## src/rtl/mips_pkg.sv

```systemverilog
// Shared MIPS encoder definitions: branch offset range limits, PC step and result struct.
package mips_pkg;

    localparam logic signed [17:0] OFF_MIN = -18'sd131072;
    localparam logic signed [17:0] OFF_MAX = 18'sd131071;
    localparam logic [31:0]        PC_STEP = 32'd4;

    typedef struct packed {
        logic [15:0] imm16;
        logic        ovf;
        logic        misalign;
    } offset_result_t;

endpackage

```

## src/rtl/offset_range_check.sv

```systemverilog
// Combinational check of a 33-bit byte offset: encodes the 16-bit word immediate and flags
// offsets that are misaligned or fall outside the signed 18-bit branch range.
module offset_range_check
    import mips_pkg::*;
(
    input  logic [32:0]    diff,
    output offset_result_t result
);

    logic signed [32:0] diff_s;
    logic signed [32:0] off_min_s;
    logic signed [32:0] off_max_s;

    always_comb begin
        diff_s          = $signed(diff);
        off_min_s       = $signed({{15{OFF_MIN[17]}}, OFF_MIN});
        off_max_s       = $signed({{15{OFF_MAX[17]}}, OFF_MAX});
        // Immediate is the truncated field even when a flag is raised.
        result.imm16    = diff[17:2];
        result.ovf      = (diff_s < off_min_s) || (diff_s > off_max_s);
        result.misalign = |diff[1:0];
    end

endmodule

```

## src/rtl/branch_offset_narrow.sv

```systemverilog
// Two-stage branch-offset encoder with valid/ready handshakes on both sides.
// Optional error counter built when BRANCH_OFFSET_NARROW_ERRCNT_EN is defined.
module branch_offset_narrow
    import mips_pkg::*;
(
    input  logic        clk,
    input  logic        rst_n,
    input  logic        in_valid,
    output logic        in_ready,
    input  logic [31:0] in_pc,
    input  logic [31:0] in_target,
    output logic        out_valid,
    input  logic        out_ready,
    output logic [15:0] out_imm16,
    output logic        out_ovf,
    output logic        out_misalign,
    output logic [7:0]  err_cnt
);

    logic           s1_valid_q, s1_valid_d;
    logic [32:0]    s1_diff_q, s1_diff_d;
    logic           out_valid_q, out_valid_d;
    offset_result_t out_res_q, out_res_d;
    offset_result_t chk_res;

    logic s2_ready;
    logic accept;
    logic s1_to_s2;

    offset_range_check u_range_check (
        .diff   (s1_diff_q),
        .result (chk_res)
    );

    always_comb begin
        s2_ready = ~out_valid_q | out_ready;
        in_ready = ~s1_valid_q | s2_ready;
        accept   = in_valid & in_ready;
        s1_to_s2 = s1_valid_q & s2_ready;

        s1_valid_d = accept | (s1_valid_q & ~s2_ready);
        s1_diff_d  = s1_diff_q;
        if (accept) begin
            s1_diff_d = {in_target[31], in_target} - {in_pc[31], in_pc} - {1'b0, PC_STEP};
        end

        // A consume and a new transfer in the same cycle keep out_valid high.
        out_valid_d = s1_to_s2 | (out_valid_q & ~out_ready);
        out_res_d   = s1_to_s2 ? chk_res : out_res_q;
    end

    always_ff @(posedge clk or negedge rst_n) begin
        if (!rst_n) begin
            s1_valid_q  <= 1'b0;
            s1_diff_q   <= '0;
            out_valid_q <= 1'b0;
            out_res_q   <= '0;
        end else begin
            s1_valid_q  <= s1_valid_d;
            s1_diff_q   <= s1_diff_d;
            out_valid_q <= out_valid_d;
            out_res_q   <= out_res_d;
        end
    end

    assign out_valid    = out_valid_q;
    assign out_imm16    = out_res_q.imm16;
    assign out_ovf      = out_res_q.ovf;
    assign out_misalign = out_res_q.misalign;

`ifdef BRANCH_OFFSET_NARROW_ERRCNT_EN
    logic [7:0] err_cnt_q, err_cnt_d;

    always_comb begin
        err_cnt_d = err_cnt_q;
        if (out_valid_q && out_ready && (out_res_q.ovf || out_res_q.misalign)
            && (err_cnt_q != 8'hFF)) begin
            err_cnt_d = err_cnt_q + 8'd1;
        end
    end

    always_ff @(posedge clk or negedge rst_n) begin
        if (!rst_n) begin
            err_cnt_q <= 8'h00;
        end else begin
            err_cnt_q <= err_cnt_d;
        end
    end

    assign err_cnt = err_cnt_q;
`else
    assign err_cnt = 8'h00;
`endif

endmodule

```

## config.mk

```make
export PLATFORM = sky130hd
export DESIGN_NAME = branch_offset_narrow
export DESIGN_NICKNAME = d
export VERILOG_FILES = /design/src/rtl/mips_pkg.sv /design/src/rtl/offset_range_check.sv /design/src/rtl/branch_offset_narrow.sv
export SDC_FILE = /design/constraint.sdc
export NUM_CORES = 1
export LEC_CHECK = 0
export ABC_CLOCK_PERIOD_IN_PS = 1600
export CAP_MARGIN = 20
export CORE_ASPECT_RATIO = 0.8
export CORE_MARGIN = 2
export CORE_UTILIZATION = 29
export CTS_BUF_LIST = sky130_fd_sc_hd__clkbuf_4
export DETAILED_ROUTE_END_ITERATION = 8
export SLEW_MARGIN = 25
export SYNTH_ARGS = -nofsm -noshare
export SYNTH_HDL_FRONTEND = slang
export SYNTH_SLANG_ARGS = --single-unit
```

## constraint.sdc

```tcl
create_clock -name clk -period 1.6 [get_ports clk]
set_input_delay 0.16 -clock clk [delete_from_list [all_inputs] [get_ports clk]]
set_output_delay 0.16 -clock clk [all_outputs]
set_load 0.03 [all_outputs]
```

# Word-level counts from Yosys, hierarchy flattened
# Index checks and enable logic that the tools add are counted.
[totals]
wordCells = 24
in_bits = 68
reg_bits = 53
[classes]
order_cmp = 2
addsub = 2
bitwise_logic = 12
reduce_logical = 2
[ops]
columns = ["operator", "count"]
rows = [
  ["$gt A33 B18 Y1 const B", 1],
  ["$lt A33 B18 Y1 const B", 1],
  ["$sub A32 B32 Y33", 1],
  ["$sub A33 B3 Y33 const B", 1],
  ["$and A1 B1 Y1", 4],
  ["$not A1 Y1", 4],
  ["$or A1 B1 Y1", 4],
  ["$reduce_or A2 Y1", 1],
  ["$logic_or A1 B1 Y1", 1],
]

# Longest topological paths before layout
# Gate-level depths: netlist (run 1).
[logic_depth]
ltp_word = 5
ltp_mapped = 13
mapped_depth_nobuf = 13

# Cells and area by module
# Synthesis (run 1) repeated with hierarchy kept, for this count alone.
[unflattened]
hier_cells = 562
area_unflattened_um2 = 4689.5
[modules_own_cells]
columns = ["module", "instances", "seq_area_each_um2", "area_each_um2", "cells_per_inst"]
rows = [
  ["branch_offset_narrow", 1, 1326.3, 4494.3, 534],
  ["offset_range_check", 1, 0.0, 195.2, 28],
]

# Least setup slack after synthesis (run 1)
# Ideal clock, no wire load.
[synth_timing]
kind = "input -> register"
startpoint = "in in_pc[1]"
endpoint = "reg s1_diff_q[25]"
t_required_ns = 1.467
cell_stages = 12
arrival_ns = 2.805
setup_time_ns = 0.133
path_slack_ns = -1.338
cell_sequence = "inv_1 ha_1 ha_1 fa_1 a21o_1 a221oi_1 o21ai_0 o221a_2 a32o_1 a31oi_1 xor2_1 o21ai_0"
[synth_via]
elab_chain_cells = 2
[synth_rtl]
columns = ["item", "line", "text"]
rows = [
  ["from (decl)", "branch_offset_narrow.sv:10", "input logic [31:0] in_pc,"],
  ["$sub A32 B32 Y33", "branch_offset_narrow.sv:44", "s1_diff_d = {in_target[31], in_target} - {in_pc[31], in_pc} - {1'b0, PC_STEP};"],
  ["$sub A33 B3 Y33", "branch_offset_narrow.sv:44", ""],
  ["to (signal assigned)", "branch_offset_narrow.sv:60", "s1_diff_q <= s1_diff_d;"],
  ["to (decl)", "branch_offset_narrow.sv:21", "logic [32:0] s1_diff_q, s1_diff_d;"],
]
# Every way passes these cells.
# A chain may end at the register's enable or synchronous reset.

# Worst setup path in the final report (run 1)
[layout_timing]
startpoint = "in in_target[1]"
endpoint = "reg s1_diff_q[25]"
[layout_via]
elab_chain_cells = 2
[layout_rtl]
columns = ["item", "line", "text"]
rows = [
  ["from (decl)", "branch_offset_narrow.sv:11", "input logic [31:0] in_target,"],
  ["$sub A32 B32 Y33", "branch_offset_narrow.sv:44", ""],
  ["$sub A33 B3 Y33", "branch_offset_narrow.sv:44", ""],
]
# Every way passes these cells.

==> results of run 1 <==
[registers in the layout, summed over array words and instances (netlist names)]
name,count
s1_diff_q,33
out_imm16,16
out_misalign,1
out_ovf,1
out_valid,1
s1_valid_q,1
[critical path, delay by kind of cell]
family          cells  cell delay, ns
xor+xnor            1            0.17
fa+ha+maj           3            0.72
buf+inv             1            0.10
compound gates      7            1.47
[metrics by stage]
stage / util / setup TNS [ns] / cell area, µm² / instances
after floorplan: - / -16.15 / 4690 / 547
after global placement: 0.430 / -39.66 / 6480 / 925
after detailed placement: 0.430 / -40.76 / 6480 / 925
after CTS: 0.484 / -13.27 / 7290 / 956
after global routing: 0.510 / -13.79 / 7680 / 963
final: 0.510 / -12.48 / 7680 / 963
[final timing paths]
check,startpoint,end,depth (start not counted),slack [ns]
min in group asynchronous,rst_n,s1_valid_q,3,0.27
hold / removal,in_pc[0],s1_diff_q[0],3,0.12
max in group asynchronous,rst_n,s1_diff_q[0],3,0.96
setup / recovery,in_target[1],s1_diff_q[25],12,-0.74
setup reg to reg,out_valid,s1_diff_q[32],5,0.09
hold reg to reg,s1_diff_q[1],s1_diff_q[1],2,0.49
[power groups by stage]
stage	logic, mW	clock network, mW	registers [mW]
after floorplan	1.57	0	2.34
after global placement	3.33	0	2.06
after detailed placement	3.36	0	2.08
after CTS	3.77	0.973	2.05
after global routing	4.53	1.04	2.11
final	4.19	0.966	2.04
[layout make-up]
cell class | count | area, µm² | share of cell area
inverters | 99 | 392 | 0.0510
multi-input cells | 369 | 3690 | 0.481
clock inverters | 3 | 68.8 | 0.00896
flip-flops and latches | 53 | 1330 | 0.173
repair buffers | 224 | 1900 | 0.247
clock buffers | 5 | 37.5 | 0.00489
well taps | 210 | 263 | 0.0342
[repair_timing]
item,in CTS,in global routing
endpoints found under the hold margin,53,0
gates cloned,0,0
endpoints found under the setup margin,45,29
pin swaps,97,94
gates resized for setup,236,109
hold buffers,1,0
buffers inserted,28,14
[layout by cell type, fill, tap and decap left out, types with 6 or more instances in the layout]
cell	count
buf_4	116
conb_1	8
o21ai_0	15
ha_4	41
nand4_1	12
a21oi_2	10
nor2_1	9
a21o_1	17
dlygate4sd2_1	26
o21ai_1	23
buf_2	9
a21oi_1	15
dlymetal6s2s_1	9
nand2b_1	6
clkdlybuf4s50_1	21
clkbuf_2	12
buf_6	22
inv_1	59
o21ai_2	10
mux2_2	16
nand2_1	53
inv_2	36
xor2_1	13
dfrtp_1	52
ha_1	21
[cell families after synthesis]
logic type,Yosys count,share of synthesized area
and+or+nand+nor,121,0.131
other,1,0.000835
DFF,53,0.295
buffers and inverters,125,0.113
adders and majority gates,64,0.180
xor gates and xnor gates,25,0.0487
AOI/OAI and AO/OA,135,0.192
muxes,16,0.0401
[metal layers]
layer | global-route usage | vias up | routed length, µm
met1 | 0.223 | 2178 | 6380
met5 | 0 | - | 0
met2 | 0.271 | 88 | 6350
met3 | 0.0133 | 10 | 463
li1 | - | 2252 | -
met4 | 0.0251 | 0 | 93
==> run_results.csv, run 1 <==
group,metric,value,unit
final_layout,diodes,0,
power,powerDensity,937,mW/mm²
global_routing,grt_pass1_wl,21400,µm
logic_synthesis,synth.avg_cell_area,8.32,µm²
detailed_routing,wl,13300,µm
global_routing,track_usage,0.158,
power,p_leak,3.65,nW
floorplanning,die_area,0.0165,mm²
power,combPwrFrac,0.582,
logic_synthesis,synth_seq_area_share,0.295,
place,pre_cts_ws,-1.71,ns
detailed_routing,first_pass_iters,4,
detailed_routing,avgViaCountPerCell,4.70,
logic_synthesis,syn_area,0.00449,mm²
power,p_clk_frac,0.134,
logic_synthesis,synthTopCellsByArea,"dfrtp_1 30%, ha_1 18%, inv_1 8.3%, o21ai_0 5.5%, nand2_1 4.8%",
clocking,clkLatencyLatePin,0.40,ns
setup_path,crit_fanout,3,
power,ir_drop,0.000508,V
detailed_routing,drc,0,
sta,fin_hold_ws,0.123,ns
setup_path,worstSetupPathType,"primary input to flop",
final_layout,drive_gt1_frac,0.470,
logic_synthesis,synthArstFlopShare,1.00,
setup_path,path_cells,"buf_8, ha_4, ha_4, fa_2, a21o_1, a221oi_4, o21ai_2, o221a_4, a32o_2, a31oi_1, xor2_1, o21ai_1",
detailed_routing,num_vias,4528,
power,p_sw_frac,0.396,
sta,slew_violations,0,
setup_path,cp_common_cell,"ha_4",
sta,finClkSkew,0.0261,ns
global_routing,antenna_found_initial,0,
clocking,cts_sinks,53,
sta,hold_violations,0,
sta,timing.final.crit_share,1.46,
sta,period_needed,2.34,ns
final_layout,fillers,1397,
logic_synthesis,synth_cell_type_count,48,
flow_run,maxCapViolCount,0,
floorplanning,start_util,0.298,
floorplanning,die_w,143,µm
logic_synthesis,yosys_warnings,0,
clocking,cts_tree,"yes",
setup_path,cp-end-kind,"flop",
setup_path,slowest_delay,0.39,ns
global_routing,gr-total-overflow,0,
logic_synthesis,yosys_most_used_dff,"dfrtp_1",
clocking,numCtsBuffers,5,
logic_synthesis,yosysMostFrequentCell,"inv_1",
global_routing,grt_pass1_vias,4445,
sta,rsz0062_at_grt,"yes",
place,dpl.hpwl,9680,µm
sta,setup_slack,-0.743,ns
outcome,status,"finished with violations",
floorplanning,io_pins,96,
logic_synthesis,synth.top_cell.area_share,0.295,
outcome,violations,"setup timing",
floorplanning,placementRows,40,
setup_path,cp.required,1.88,ns
place,gp_congestion,0.901,
clocking,clockRootBuffer,"clkbuf_4",
clocking,cts.htree.levels,2,
clocking,clk_path_buf_depth,2,
floorplanning,die_height,115,µm
power,switchingPower,2.85,mW
place,io_buffers,87,
power,p_int,4.35,mW
detailed_routing,postRouteAntennaNets,0,
final_layout,synthToLayoutAreaGrowth,70.9,%
setup_path,slowest_stage,"a221oi_4",
logic_synthesis,synthTopCellsByCount,"99 x inv_1, 63 x ha_1, 58 x nand2_1",
clocking,clk_pin_slew,0.15,ns
min_path,hp-class,"primary input to flop",
final_layout,final_net_count,884,
setup_path,cp-start-kind,"primary input",
logic_synthesis,synth_edf_count,0,
logic_synthesis,synthCells,540,
detailed_routing,wl_per_cell,13.8,µm
sta,max_freq,0.427,GHz
sta,setup_viol,26,
floorplanning,core_area,0.0151,mm²
power,power_frac_seq,0.284,
power,finalPower,7.20,mW
logic_synthesis,ys_seq_elements,53,
global_routing,grt_max_degree,32,
setup_path,critPathArrivalTime,2.62,ns
logic_synthesis,synth_top_area_cell,"dfrtp_1",
detailed_routing,dr.first_iter.drc_count,164,
Power figures use the tool's default switching activity.
==> run 2, diff against run 1 <==
--- a/config.mk
+++ b/config.mk
@@ -11,6 +11,7 @@
 export CORE_MARGIN = 2
 export CORE_UTILIZATION = 29
 export CTS_BUF_LIST = sky130_fd_sc_hd__clkbuf_4
+export CTS_CLUSTER_SIZE = 14
 export DETAILED_ROUTE_END_ITERATION = 8
 export SLEW_MARGIN = 25
 export SYNTH_ARGS = -nofsm -noshare
==> results of run 2 <==
No change in the layout: final DEF, timing and power equal those of run 1.
